==> src/rtl/fetch_pkg.sv <==
// fetch_pkg -- shared definitions for the instruction fetch port.
//   FETCH_ADDR_W / FETCH_INSTR_W : default PC and instruction widths
//   fetch_entry_t                : {instr, pc, fault} as presented on iss_*
package fetch_pkg;

  localparam int unsigned FETCH_ADDR_W  = 32;
  localparam int unsigned FETCH_INSTR_W = 32;

  typedef struct packed {
    logic [FETCH_INSTR_W-1:0] instr;
    logic [FETCH_ADDR_W-1:0]  pc;
    logic                     fault;
  } fetch_entry_t;

endpackage

==> src/rtl/fetch_fifo.sv <==
// fetch_fifo -- synchronous FIFO used for both the PC and response queues.
//   clk, rst_n          : clock, asynchronous active-low reset
//   flush               : synchronous clear (wins over push/pop)
//   push, push_data     : write; accepted when not full or when popping
//   pop, head_data      : read; head_data is the oldest entry
//   full, empty, count  : occupancy status
module fetch_fifo
  import fetch_pkg::*;
#(
  parameter int unsigned WIDTH = 8,
  parameter int unsigned DEPTH = 2,
  localparam int unsigned CNT_W = $clog2(DEPTH + 1),
  localparam int unsigned PTR_W = (DEPTH > 1) ? $clog2(DEPTH) : 1
) (
  input  logic             clk,
  input  logic             rst_n,
  input  logic             flush,
  input  logic             push,
  input  logic [WIDTH-1:0] push_data,
  input  logic             pop,
  output logic [WIDTH-1:0] head_data,
  output logic             full,
  output logic             empty,
  output logic [CNT_W-1:0] count
);

  logic [WIDTH-1:0] mem_q [DEPTH];
  logic [WIDTH-1:0] mem_d [DEPTH];
  logic [PTR_W-1:0] wr_ptr_q, wr_ptr_d;
  logic [PTR_W-1:0] rd_ptr_q, rd_ptr_d;
  logic [CNT_W-1:0] count_q, count_d;
  logic             wr_en, rd_en;

  // Explicit wrap so non-power-of-two depths work.
  function automatic logic [PTR_W-1:0] ptr_inc(input logic [PTR_W-1:0] p);
    return (p == PTR_W'(DEPTH - 1)) ? '0 : p + PTR_W'(1);
  endfunction

  always_comb begin
    empty    = (count_q == '0);
    full     = (count_q == CNT_W'(DEPTH));
    rd_en    = pop && !empty;
    // A push into a full FIFO is legal when the head leaves in the same cycle.
    wr_en    = push && (!full || rd_en);
    mem_d    = mem_q;
    wr_ptr_d = wr_ptr_q;
    rd_ptr_d = rd_ptr_q;
    count_d  = count_q;
    if (flush) begin
      wr_ptr_d = '0;
      rd_ptr_d = '0;
      count_d  = '0;
    end else begin
      if (wr_en) begin
        mem_d[wr_ptr_q] = push_data;
        wr_ptr_d        = ptr_inc(wr_ptr_q);
      end
      if (rd_en) begin
        rd_ptr_d = ptr_inc(rd_ptr_q);
      end
      count_d = count_q + CNT_W'(wr_en) - CNT_W'(rd_en);
    end
  end

  always_ff @(posedge clk or negedge rst_n) begin
    if (!rst_n) begin
      for (int unsigned i = 0; i < DEPTH; i++) begin
        mem_q[i] <= '0;
      end
      wr_ptr_q <= '0;
      rd_ptr_q <= '0;
      count_q  <= '0;
    end else begin
      mem_q    <= mem_d;
      wr_ptr_q <= wr_ptr_d;
      rd_ptr_q <= rd_ptr_d;
      count_q  <= count_d;
    end
  end

  assign head_data = mem_q[rd_ptr_q];
  assign count     = count_q;

endmodule

==> src/rtl/instr_fetch_port.sv <==
// instr_fetch_port -- credit-limited instruction fetch between instr_loader
// and an in-order memory port.
//   req_valid/req_ready/req_pc             : PC requests from instr_loader
//   flush                                  : discard in-flight and buffered fetches
//   mem_req_valid/mem_req_ready/mem_req_addr : memory read request
//   mem_rsp_valid/mem_rsp_data/mem_rsp_err : in-order memory responses
//   iss_valid/iss_ready/iss_instr/iss_pc/iss_fault : fetched instructions out
// Build option: INSTR_FETCH_PORT_ALIGN_CHK_EN -- misaligned PCs are answered
// locally with a fault entry instead of being sent to memory.
module instr_fetch_port
  import fetch_pkg::*;
#(
  parameter int unsigned ADDR_W     = FETCH_ADDR_W,
  parameter int unsigned INSTR_W    = FETCH_INSTR_W,
  parameter int unsigned MAX_OUTSTD = 2
) (
  input  logic               clk,
  input  logic               rst_n,
  input  logic               req_valid,
  output logic               req_ready,
  input  logic [ADDR_W-1:0]  req_pc,
  input  logic               flush,
  output logic               mem_req_valid,
  input  logic               mem_req_ready,
  output logic [ADDR_W-1:0]  mem_req_addr,
  input  logic               mem_rsp_valid,
  input  logic [INSTR_W-1:0] mem_rsp_data,
  input  logic               mem_rsp_err,
  output logic               iss_valid,
  input  logic               iss_ready,
  output logic [INSTR_W-1:0] iss_instr,
  output logic [ADDR_W-1:0]  iss_pc,
  output logic               iss_fault
);

  localparam int unsigned CNT_W = $clog2(MAX_OUTSTD + 1);
  localparam int unsigned ENT_W = INSTR_W + ADDR_W + 1;

  // inflight_q counts every memory request without a response yet, including
  // the ones that will be dropped; drop_cnt_q is that dropped subset.
  logic [CNT_W-1:0]  inflight_q, inflight_d;
  logic [CNT_W-1:0]  drop_cnt_q, drop_cnt_d;
  logic [CNT_W-1:0]  rsp_count, pc_count;
  logic [CNT_W:0]    credit;
  logic              rsp_full, rsp_empty, pc_full, pc_empty;
  logic [ADDR_W-1:0] pc_head;
  logic [ENT_W-1:0]  rsp_push_data, rsp_head;
  logic              issuable, mis_req, mis_fire, mem_fire;
  logic              rsp_seen, rsp_live, iss_fire;
  logic              fifo_status_unused;

  always_comb begin
    credit   = {1'b0, inflight_q} + {1'b0, rsp_count};
    // rst_n gate keeps the handshakes low while reset is held.
    issuable = rst_n && !flush && (credit < (CNT_W + 1)'(MAX_OUTSTD));
`ifdef INSTR_FETCH_PORT_ALIGN_CHK_EN
    mis_req  = (req_pc[1:0] != 2'b00);
`else
    mis_req  = 1'b0;
`endif
    mem_req_valid = req_valid && issuable && !mis_req;
    mem_req_addr  = req_pc;
    // A misaligned PC waits for memory to go idle so its fault entry cannot
    // overtake older fetches in the response queue.
    req_ready     = mis_req ? (issuable && (inflight_q == '0))
                            : (mem_req_ready && issuable);
    mis_fire      = req_valid && req_ready && mis_req;
    mem_fire      = mem_req_valid && mem_req_ready;

    rsp_seen = mem_rsp_valid && (inflight_q != '0);
    rsp_live = rsp_seen && (drop_cnt_q == '0) && !pc_empty && !flush;

    rsp_push_data = mis_fire ? {{INSTR_W{1'b0}}, req_pc, 1'b1}
                             : {mem_rsp_data, pc_head, mem_rsp_err};

    iss_valid = !rsp_empty;
    iss_fire  = iss_valid && iss_ready;
    {iss_instr, iss_pc, iss_fault} = rsp_empty ? '0 : rsp_head;

    inflight_d = inflight_q + CNT_W'(mem_fire) - CNT_W'(rsp_seen);
    drop_cnt_d = drop_cnt_q;
    // No request can fire during flush, so everything still outstanding
    // after this cycle's response becomes a drop.
    if (flush) begin
      drop_cnt_d = inflight_q - CNT_W'(rsp_seen);
    end else if (rsp_seen && (drop_cnt_q != '0)) begin
      drop_cnt_d = drop_cnt_q - CNT_W'(1);
    end
  end

  always_ff @(posedge clk or negedge rst_n) begin
    if (!rst_n) begin
      inflight_q <= '0;
      drop_cnt_q <= '0;
    end else begin
      inflight_q <= inflight_d;
      drop_cnt_q <= drop_cnt_d;
    end
  end

  fetch_fifo #(
    .WIDTH (ADDR_W),
    .DEPTH (MAX_OUTSTD)
  ) u_pc_fifo (
    .clk       (clk),
    .rst_n     (rst_n),
    .flush     (flush),
    .push      (mem_fire),
    .push_data (req_pc),
    .pop       (rsp_live),
    .head_data (pc_head),
    .full      (pc_full),
    .empty     (pc_empty),
    .count     (pc_count)
  );

  fetch_fifo #(
    .WIDTH (ENT_W),
    .DEPTH (MAX_OUTSTD)
  ) u_rsp_fifo (
    .clk       (clk),
    .rst_n     (rst_n),
    .flush     (flush),
    .push      (rsp_live || mis_fire),
    .push_data (rsp_push_data),
    .pop       (iss_fire),
    .head_data (rsp_head),
    .full      (rsp_full),
    .empty     (rsp_empty),
    .count     (rsp_count)
  );

  // Credit accounting already bounds both queues; their full flags and the
  // PC count carry no extra information here.
  assign fifo_status_unused = ^{pc_full, pc_count, rsp_full};

endmodule

==> config.mk <==
export PLATFORM = sky130hd
export DESIGN_NAME = instr_fetch_port
export DESIGN_NICKNAME = d
export VERILOG_FILES = /design/src/rtl/fetch_pkg.sv /design/src/rtl/fetch_fifo.sv /design/src/rtl/instr_fetch_port.sv
export SDC_FILE = /design/constraint.sdc
export NUM_CORES = 1
export LEC_CHECK = 0
export CORE_ASPECT_RATIO = 1.1
export CORE_MARGIN = 1
export CORE_UTILIZATION = 45
export CTS_BUF_LIST = sky130_fd_sc_hd__clkbuf_2 sky130_fd_sc_hd__clkbuf_4 sky130_fd_sc_hd__clkbuf_8
export CTS_CLUSTER_SIZE = 24
export DETAILED_ROUTE_END_ITERATION = 8
export PLACE_DENSITY = 0.7
export SYNTH_ARGS = -nofsm -noshare
export SYNTH_HDL_FRONTEND = slang
export SYNTH_SLANG_ARGS = --single-unit
==> constraint.sdc <==
create_clock -name clk -period 3.1 [get_ports clk]
set_clock_uncertainty 0.1 [all_clocks]
set_input_delay 0.31 -clock clk [delete_from_list [all_inputs] [get_ports clk]]
set_output_delay 0.31 -clock clk [all_outputs]
set_load 0.03 [all_outputs]
==> flow_metrics.py <==
metrics = {
    "worst_setup_path": {
        "critPathMaxFanout": 32,
        "r2r_start": "u_rsp_fifo.count[0]",
        "crit_buf_inv": 2,
        "critPathRequiredTime_ps": 3380,
        "crit_slowest_cell": "or3_2",
        "cp_cell_sequence": "inv_1 > nor2_1 > fa_1 > nor4b_4 > nand3_2 > or3_2 > buf_12 > mux2_4",
        "crit_path_end_kind": "flop",
        "r2r_end": "u_pc_fifo.mem_q[11]",
        "rrSetupSlack_ps": 180,
        "crit_type": "flop to flop",
        "critPathTopFamily": "simple AND/OR/NAND/NOR gates",
        "setup.worst_path.start_class": "flop",
        "max_stage_delay_ps": 540,
        "reg2reg_depth": 8,
        "worstPathArrival_ps": 3200,
    },
    "logic_synthesis": {
        "synth_fp_nets": 778,
        "netlist_area_sq_mm": 0.00971,
        "synth_area_leaders": "dfrtp_1 53%, mux2_2 16%, mux2i_1 6.9%, mux2_1 6.7%, mux2_4 4.6%",
        "synth_flop_cell": "dfrtp_1",
        "synth_top_area_frac": 0.531,
        "yosysMostFrequentCell": "dfrtp_1",
        "ys_seq_area_frac": 0.531,
        "syn_avg_cell_area_sq_um": 13.9,
        "synth_largest_area_cell": "dfrtp_1",
        "ys_seq_elements": 206,
        "synth_edf_count": 0,
        "synth_cells": 697,
        "async_reset_ff_frac": 1.00,
        "netlist-cell-type-count": 35,
        "yosys_warnings": 0,
        "yosys-top-cells-count": "206 x dfrtp_1, 140 x mux2_2, 74 x nor2_1, 67 x mux2i_1, 58 x mux2_1",
    },
    "timing": {
        "slew_headroom": 0.322,
        "setup_tns_ps": 0,
        "maxSlewViolCount": 0,
        "max_freq_ghz": 0.342,
        "rsz0062_at_grt": "false",
        "period_needed_ps": 2920,
        "finalHoldViolations": 0,
        "post-route-period-util": 0.942,
        "setup_violations": 0,
        "tightest_slew_ps": 1020,
    },
    "global_route": {
        "antenna_found_initial": 0,
        "grt_pass1_wl_microns": 32900,
        "gr-usage-all-layers": 0.189,
        "grt_pass1_vias": 6520,
        "grt_max_degree": 83,
        "gr-total-overflow": 0,
    },
    "cts": {
        "clkLatencyLatePin_ps": 500,
        "htree_levels": 2,
        "cts_tree": "built",
        "clk_pin_slew_ps": 60,
        "cts.sinks": 206,
        "cts-root-buf": "clkbuf_8",
        "cts_buffer_depth": 3,
        "post_cts_buffers": 0,
        "tritoncts.num_buffers": 35,
    },
    "placed_design": {
        "gp_congestion": 0.715,
        "port_buffers": 171,
        "hpwlAfterDp_microns": 13300,
    },
    "min_path": {
        "hold_path_startpoint": "mem_rsp_data[20]",
        "hold_depth": 2,
        "holdCritPathClass": "input pin to flop",
        "hold_path_end": "u_rsp_fifo.mem_q[118]",
    },
    "detailed_routing": {
        "drcViolationCount": 0,
        "drt_iter0_markers": 154,
        "final_antenna_net_count": 0,
        "finalWirelength_microns": 20400,
        "routed_via_density": 5.08,
        "firstDrtPassIters": 6,
        "vias": 5914,
        "avgRoutedWirePerCell_microns": 17.5,
    },
    "power_and_ir_drop": {
        "leakagePower_nw": 5.66,
        "p_per_area_mw_per_mm2": 642,
        "ir_drop_uv": 309,
    },
    "finish": {
        "regArea_sq_mm": 0.00516,
        "multiInputGateArea_sq_mm": 0.00406,
        "final_layout_size_suffix_gt1_frac": 0.304,
        "finalNetCount": 930,
        "fill_cells": 1708,
        "insertedDiodeCount": 0,
        "syn2layout_area_growth_pct": 26.3,
        "post-route-util": 0.578,
    },
    "run_status": {
        "status": "completed",
    },
    "floorplanning": {
        "die_area_sq_mm": 0.0222,
        "die_h_microns": 156,
        "die_w_microns": 142,
        "ios": 172,
        "row_count": 56,
        "initial_core_util": 0.458,
        "core_sq_mm": 0.0212,
    },
    "run": {
        "maxCapViolations": 0,
    },
}
## worst max-delay path by stage
| stage | to | start | slack (ps) | cells past startpoint |
|---|---|---|---|---|
| finish | u_pc_fifo.mem_q[11] | u_rsp_fifo.count[0] | 180 | 8 |
| global route | mem_req_valid | u_rsp_fifo.count[0] | 50 | 6 |
| CTS | iss_pc[6] | u_rsp_fifo.rd_ptr_q | 120 | 4 |
| detailed placement | u_pc_fifo.mem_q[11] | u_rsp_fifo.count[0] | 190 | 8 |
| global placement | u_pc_fifo.mem_q[28] | u_rsp_fifo.count[0] | 260 | 8 |
| floorplan | u_pc_fifo.mem_q[10] | inflight_q[0] | 510 | 9 |
## what timing repair did
item | CTS | global route
hold buffers | 1 | 0
hold endpoints to repair | 52 | 0
resized for setup | 2 | 0
endpoints found under the setup margin | 2 | 0
## cells by family after synthesis
| logic type | share of synthesized area |
|---|---|
| xor+xnor | 0.00812 |
| fa+ha+maj | 0.0124 |
| flops | 0.531 |
| mux | 0.345 |
| compound gates | 0.00348 |
| simple gates | 0.0455 |
| buf+inv | 0.0549 |
## worst reg2reg max path, delay by kind of cell (launching register included)
kind	cells	cell delay (ps)
buf+inv	2	300
mux	1	340
flops	1	420
simple gates	4	1170
fa+ha+maj	1	470
## cell usage in the layout (no fill, tap or decap), drive strengths merged, types with 2 or more instances in the layout
| cell type | n |
|---|---|
| xnor2 | 6 |
| nor2b | 3 |
| mux2i | 67 |
| dlygate4sd2 | 2 |
| clkinv | 3 |
| xor2 | 3 |
| nor3 | 2 |
| ha | 8 |
| nor2 | 74 |
| mux2 | 228 |
| clkbuf | 58 |
| clkdlybuf4s50 | 168 |
| and2 | 3 |
| buf | 16 |
| inv | 11 |
| dfrtp | 206 |
| nor3b | 2 |
## sequential cells by signal, summed over array words and instances, names as in the netlist
register and flops:
u_pc_fifo.wr_ptr_q 1, u_rsp_fifo.wr_ptr_q 1, u_pc_fifo.rd_ptr_q 1, u_pc_fifo.mem_q 64, drop_cnt_q 2, inflight_q 2, u_rsp_fifo.count 2, u_rsp_fifo.rd_ptr_q 1
u_rsp_fifo.mem_q 130, u_pc_fifo.count 2
## metrics by stage
step	cell area [sq um]	std cells	total power [mW]	worst slack, ps	hold WS (ps)
2_1_floorplan	9710	697	4.77	514	-85.6
3_3_place_gp	11500	1101	5.31	265	366
3_5_place_dp	11500	1101	5.44	195	375
4_1_cts	12300	1164	8.00	121	312
5_1_grt	12300	1164	8.32	46.5	315
6_report	12300	1164	7.88	179	339
## cell type report
type | instances | area share
inverter | 10 | 0.00306
sequential | 206 | 0.421
clock inverter | 5 | 0.00255
timing repair buffer | 188 | 0.155
tap | 290 | 0.0296
multi-input combinational | 408 | 0.331
clock buffer | 57 | 0.0583
## report_power, final
| part | total (mW) | internal [mW] | switching, mW |
|---|---|---|---|
| Combinational | 1.91 | 0.986 | 0.925 |
| Clock | 2.52 | 1.46 | 1.05 |
| Sequential | 3.45 | 3.15 | 0.297 |
| Total | 7.88 | 5.60 | 2.28 |
## per-layer routing
| metal | global-route usage | vias to the layer above | wire length, microns |
|---|---|---|---|
| li1 | - | 2703 | - |
| met1 | 0.227 | 3042 | 8410 |
| met2 | 0.341 | 137 | 10800 |
| met3 | 0.0341 | 32 | 720 |
| met4 | 0.0579 | 0 | 428 |
| met5 | 0 | - | 0 |
Note: power is estimated with default switching activity, not from simulation.
